[src/rtl/dac_ok_interface_if.sv]
// Host-side signal bundle for the DAC bridge: byte load, trigger and the
// serial DAC pins, with host (master) and bridge (slave) views.
interface dac_ok_interface_if;
  logic       din_en;
  logic [7:0] din;
  logic       set_trig;
  logic       ack_data;
  logic       ack_set;
  logic       dac_din;
  logic       dac_cs;

  modport master (
    output din_en, din, set_trig,
    input  ack_data, ack_set, dac_din, dac_cs
  );

  modport slave (
    input  din_en, din, set_trig,
    output ack_data, ack_set, dac_din, dac_cs
  );
endinterface

[src/rtl/dac_ok_interface.sv]
// Host-to-DAC bridge: assembles NBYTES host bytes into a word, then on a
// set_trig rising edge shifts it MSB-first to the DAC under active-low CS.
module dac_ok_interface #(
  parameter int NBYTES = 3,
  parameter int WIDTH  = 8*NBYTES
) (
  input logic               clk,
  input logic               rst,
  dac_ok_interface_if.slave bus
);
  localparam int BCW = $clog2(NBYTES + 1);
  localparam int SCW = $clog2(WIDTH);

  typedef enum logic [1:0] {IDLE, SHIFT, DONE} state_e;

  state_e           state_q;
  logic [WIDTH-1:0] buf_q, buf_d;
  logic [WIDTH-1:0] hold_q;
  logic [WIDTH-1:0] shreg_q;
  logic [BCW-1:0]   bcnt_q;
  logic [SCW-1:0]   bitcnt_q;
  logic             set_trig_q;
  logic             start;
  logic             last_byte;
  logic             ack_data_q;
  logic             ack_set_q;
  logic             dac_din_q;
  logic             dac_cs_q;

  always_comb begin
    buf_d     = {buf_q[WIDTH-9:0], bus.din};
    last_byte = bus.din_en && (bcnt_q == BCW'(NBYTES - 1));
    start     = bus.set_trig & ~set_trig_q;
  end

  // Byte assembly; a completed word is copied to hold and acknowledged.
  always_ff @(posedge clk or negedge rst) begin
    if (!rst) begin
      buf_q      <= '0;
      hold_q     <= '0;
      bcnt_q     <= '0;
      ack_data_q <= 1'b0;
    end else begin
      ack_data_q <= last_byte;
      if (bus.din_en) begin
        buf_q <= buf_d;
        if (last_byte) begin
          hold_q <= buf_d;
          bcnt_q <= '0;
        end else begin
          bcnt_q <= bcnt_q + BCW'(1);
        end
      end
    end
  end

  // Pins are registered from the current state, so they trail the state by a cycle.
  always_ff @(posedge clk or negedge rst) begin
    if (!rst) begin
      state_q    <= IDLE;
      set_trig_q <= 1'b0;
      shreg_q    <= '0;
      bitcnt_q   <= '0;
      dac_cs_q   <= 1'b1;
      dac_din_q  <= 1'b0;
      ack_set_q  <= 1'b0;
    end else begin
      set_trig_q <= bus.set_trig;
      dac_cs_q   <= 1'b1;
      dac_din_q  <= 1'b0;
      ack_set_q  <= 1'b0;
      case (state_q)
        IDLE: begin
          if (start) begin
            shreg_q  <= hold_q;
            bitcnt_q <= SCW'(WIDTH - 1);
            state_q  <= SHIFT;
          end
        end
        SHIFT: begin
          dac_cs_q  <= 1'b0;
          dac_din_q <= shreg_q[WIDTH-1];
          shreg_q   <= {shreg_q[WIDTH-2:0], 1'b0};
          bitcnt_q  <= bitcnt_q - SCW'(1);
          if (bitcnt_q == '0) state_q <= DONE;
        end
        DONE: begin
          ack_set_q <= 1'b1;
          state_q   <= IDLE;
        end
        default: state_q <= IDLE;
      endcase
    end
  end

  assign bus.ack_data = ack_data_q;
  assign bus.ack_set  = ack_set_q;
  assign bus.dac_din  = dac_din_q;
  assign bus.dac_cs   = dac_cs_q;
endmodule

[src/flat_wrapper.sv]
// flat-port wrapper written by rule: the top's interface ports become plain ports
module dac_ok_interface_flat 
#(
  parameter int NBYTES = 3,
  parameter int WIDTH  = 8*NBYTES
)
  (clk, rst, bus_din_en, bus_din, bus_set_trig, bus_ack_data, bus_ack_set, bus_dac_din, bus_dac_cs);
  dac_ok_interface_if bus_i ();
  input logic clk;
  input logic rst;
  input wire logic [$bits(bus_i.din_en)-1:0] bus_din_en;
  input wire logic [$bits(bus_i.din)-1:0] bus_din;
  input wire logic [$bits(bus_i.set_trig)-1:0] bus_set_trig;
  output wire logic [$bits(bus_i.ack_data)-1:0] bus_ack_data;
  output wire logic [$bits(bus_i.ack_set)-1:0] bus_ack_set;
  output wire logic [$bits(bus_i.dac_din)-1:0] bus_dac_din;
  output wire logic [$bits(bus_i.dac_cs)-1:0] bus_dac_cs;
  assign bus_i.din_en = bus_din_en;
  assign bus_i.din = bus_din;
  assign bus_i.set_trig = bus_set_trig;
  assign bus_ack_data = bus_i.ack_data;
  assign bus_ack_set = bus_i.ack_set;
  assign bus_dac_din = bus_i.dac_din;
  assign bus_dac_cs = bus_i.dac_cs;
  dac_ok_interface #(.NBYTES(NBYTES), .WIDTH(WIDTH)) u_core (.clk(clk), .rst(rst), .bus(bus_i));
endmodule
[config.mk]
export PLATFORM = sky130hd
export DESIGN_NAME = dac_ok_interface_flat
export DESIGN_NICKNAME = d
export VERILOG_FILES = /design/src/rtl/dac_ok_interface_if.sv /design/src/rtl/dac_ok_interface.sv /design/src/flat_wrapper.sv
export SDC_FILE = /design/constraint.sdc
export NUM_CORES = 1
export LEC_CHECK = 0
export BUFFER_PORTS_ARGS = -buffer_cell sky130_fd_sc_hd__buf_2
export CORE_ASPECT_RATIO = 2
export CORE_MARGIN = 1
export CORE_UTILIZATION = 60
export DETAILED_ROUTE_END_ITERATION = 6
export GPL_ROUTABILITY_DRIVEN = 0
export MAX_ROUTING_LAYER = met4
export PLACE_DENSITY = 0.78
export SLEW_MARGIN = 20
export SYNTH_ARGS = -nofsm -noshare
export SYNTH_HDL_FRONTEND = slang
export SYNTH_SLANG_ARGS = --single-unit
[constraint.sdc]
create_clock -name clk -period 1.9 [get_ports clk]
set_input_delay 0.095 -clock clk [delete_from_list [all_inputs] [get_ports clk]]
set_output_delay 0.095 -clock clk [all_outputs]
set_load 0.02 [all_outputs]
==> metrics <==
outcome=complete, no violations; total of max-cap violations=0; Tmin final=1580 ps; Worst VDD drop=~1.3 mV; CTS tree=built; Final Skew=9.22 ps; Synth Area in Simple Gates=3.29%; global-route wire length before repair=9630 um; Pwr Density=1760 nW/um2; main combinational cell family by area after synthesis=multiplexers; HP Class=in -> reg; number of vias per cell=5.77; syn_area_per_cell=16.0 um2; CP startpoint=u_core.bitcnt_q[0]; Syn Inst Count=211; Num CTS Buffers=9; top-count cell post-synth=dfrtp_1; mux cell area share after synthesis=around a third; top post-synthesis cells by area=dfrtp_1 (57%), mux2_2 (17%), mux2_4 (15%); Placed Area=3520 um2; Leak=1.92 nW; clock transition at the registers of the reported paths=80 ps; Buffers on Ports=15; Initial Utilization=62.4%; reg-to-reg endpoint=u_core.bitcnt_q[4]; Final setup viols=0; Max Buffers Root-to-Sink=2; crit share post-route=83.0%; xor/xnor share of the synthesized area=0%; Die H=108 um; Sink Count=78; postcts setup bufs=0; area share of the largest cell type after synthesis=a little under three fifths; Final Hold Viols=0; Finished Core Util=between 70 and 80%; Worst Path Arrival=~1800 ps; Synth Net Count=224; post-synthesis sequential area ratio=about 58%; GRT Total Usage=24.8%; startpoint class of the critical path=register; mapped cell area=between 3000 and 4000 um2; CP endpoint=u_core.bitcnt_q[4]; Place WS=338 ps; Critical Path Sink Type=register; core area=5420 um2; DP HPWL=3760 um; Final Net Count=approximately 260; antenna cells=0; initial antenna violation count=0; H-tree depth=3; Final ANT Viol Nets=0; Async SR Flop Fraction=100%; Final Max Slew Viols=0; FP Rows=38; synth cell count leaders=dfrtp_1 (77), mux2_2 (52), mux2_4 (34); Critical Path RT=2150 ps; drt drc=0; worst r2r path cells=4; compound-cell area share of the yosys netlist=2.51%; R2R setup slack=320 ps; num ports=16; Synth Area in Adders=0.370%; Starting DRT DRC Count=54; Total Neg Setup Slack=0 ps; #FFs+latches synth=78; grt ovf=0; crit path cell chain=inv_1 -> ha_1 -> or3b_2 -> o221a_2; worst slew pin tran=416 ps; Die ar.=5960 um2; Distinct cells, synth=34; crit-path max cell delay=~510 ps; Yosys warning total=0; CP Max Fanout=4; Root Buffer=clkbuf_8; max_slew headroom=72.3%; Post-CTS Resized=0; Worst R2R Start=u_core.bitcnt_q[0]; Wirelength per Cell=18.9 um; critical path's slowest cell=or3b_2; unrepaired setup endpoints after global routing=false; WL final=~5800 um; vias in the first global route=1964; fmax=0.634 GHz; Chip Width=55.1 um; Syn-to-layout area delta=16.5%; WHS=between 200 and 300 ps; Final WS setup=322 ps; share of layout cells above drive strength 1=a little over half; final instance area=3940 um2; CP Class=reg -> reg; DR vias=around 1800; Most used DFF post-synth=dfrtp_1; Worst-Skew Late Latency=360 ps; total iterations of the first detailed-routing run=4; largest net degree at the start of global routing=just under 80; Synth area leader=dfrtp_1; Post-synth EDFFs=0
report_power, final:
| part | leakage, nW | total [mW] | switching (mW) | internal [mW] |
|---|---|---|---|---|
| clock network | 0.157 | 1.90 | 0.597 | 1.31 |
| registers | 0.946 | 2.69 | 0.392 | 2.30 |
| logic | 0.814 | 2.33 | 0.821 | 1.51 |
| total | 1.92 | 6.92 | 1.81 | 5.11 |
how the worst min path moves through the flow:
stage,startpoint,to,slack [ps],cells after the start
finish,bus_din_en,u_core.bcnt_q[0],250,3
global route,bus_din_en,u_core.bcnt_q[0],290,3
CTS,bus_din_en,u_core.bcnt_q[0],230,3
detailed placement,rst,u_core.hold_q[0],140,2
global placement,rst,u_core.bus.ack_set,140,2
floorplan,rst,u_core.bcnt_q[0],-200,0
critical path, delay by kind of cell, from the launching register on:
kind,cells,cell delay [ps]
AND/OR/NAND/NOR,1,510
adder cells (fa/ha/maj),1,190
AO/OA/AOI/OAI,1,270
flip-flops,1,420
buffers and inverters,1,80
timing repair:
action,in CTS,in global routing
hold endpoints to repair,94,0
endpoints found under the setup margin,0,0
hold buffers,10,0
state kept, by name, indices dropped and copies added, names as in the netlist:
| register | flops |
|---|---|
| u_core.bcnt_q | 2 |
| u_core.bitcnt_q | 5 |
| u_core.buf_q | 16 |
| u_core.bus.ack_data | 1 |
| u_core.bus.ack_set | 1 |
| u_core.bus.dac_cs | 1 |
| u_core.bus.dac_din | 1 |
| u_core.hold_q | 24 |
| u_core.set_trig_q | 1 |
| u_core.shreg_q | 24 |
| u_core.state_q | 2 |
cell type report:
type	instances	area [um2]
flip-flops and latches	78	1950
fillers	343	1480
multi-input cells	117	1320
repair buffers	31	260
clock inverters	6	180
clock buffers	10	138
well taps	60	75.1
inverters	5	18.8
cell families (layout without fill, tap and decap cells):
logic type      Yosys count  after routing
compound gates           11             11
fa+ha+maj                 1              1
buf+inv                  16             52
flops                    78             78
mux                      87             87
simple gates             18             18
through the flow:
step                power (mW)  cells
CTS                       6.96    307
global placement          4.86    281
finish                    6.92    307
detailed placement        5.02    281
global route              7.26    307
floorplan                 4.58    211
layout by cell type, fill, tap and decap left out, drive strengths merged, types with 3 or more instances in the layout:
| cell type | synthesis | layout |
|---|---|---|
| bufinv | 0 | 6 |
| clkbuf | 1 | 10 |
| o21ai | 3 | 3 |
| dlygate4sd3 | 0 | 10 |
| buf | 10 | 21 |
| inv | 5 | 5 |
| nor2b | 3 | 3 |
| dfrtp | 77 | 77 |
| mux2 | 86 | 86 |
layer usage:
metal / GRT usage (%) / routed length (um)
met5: - / 0
met4: 13.9 / 153
met3: 4.64 / 121
met2: 38.9 / 3210
met1: 28.9 / 2320
Note: power is estimated with default switching activity, not from simulation.
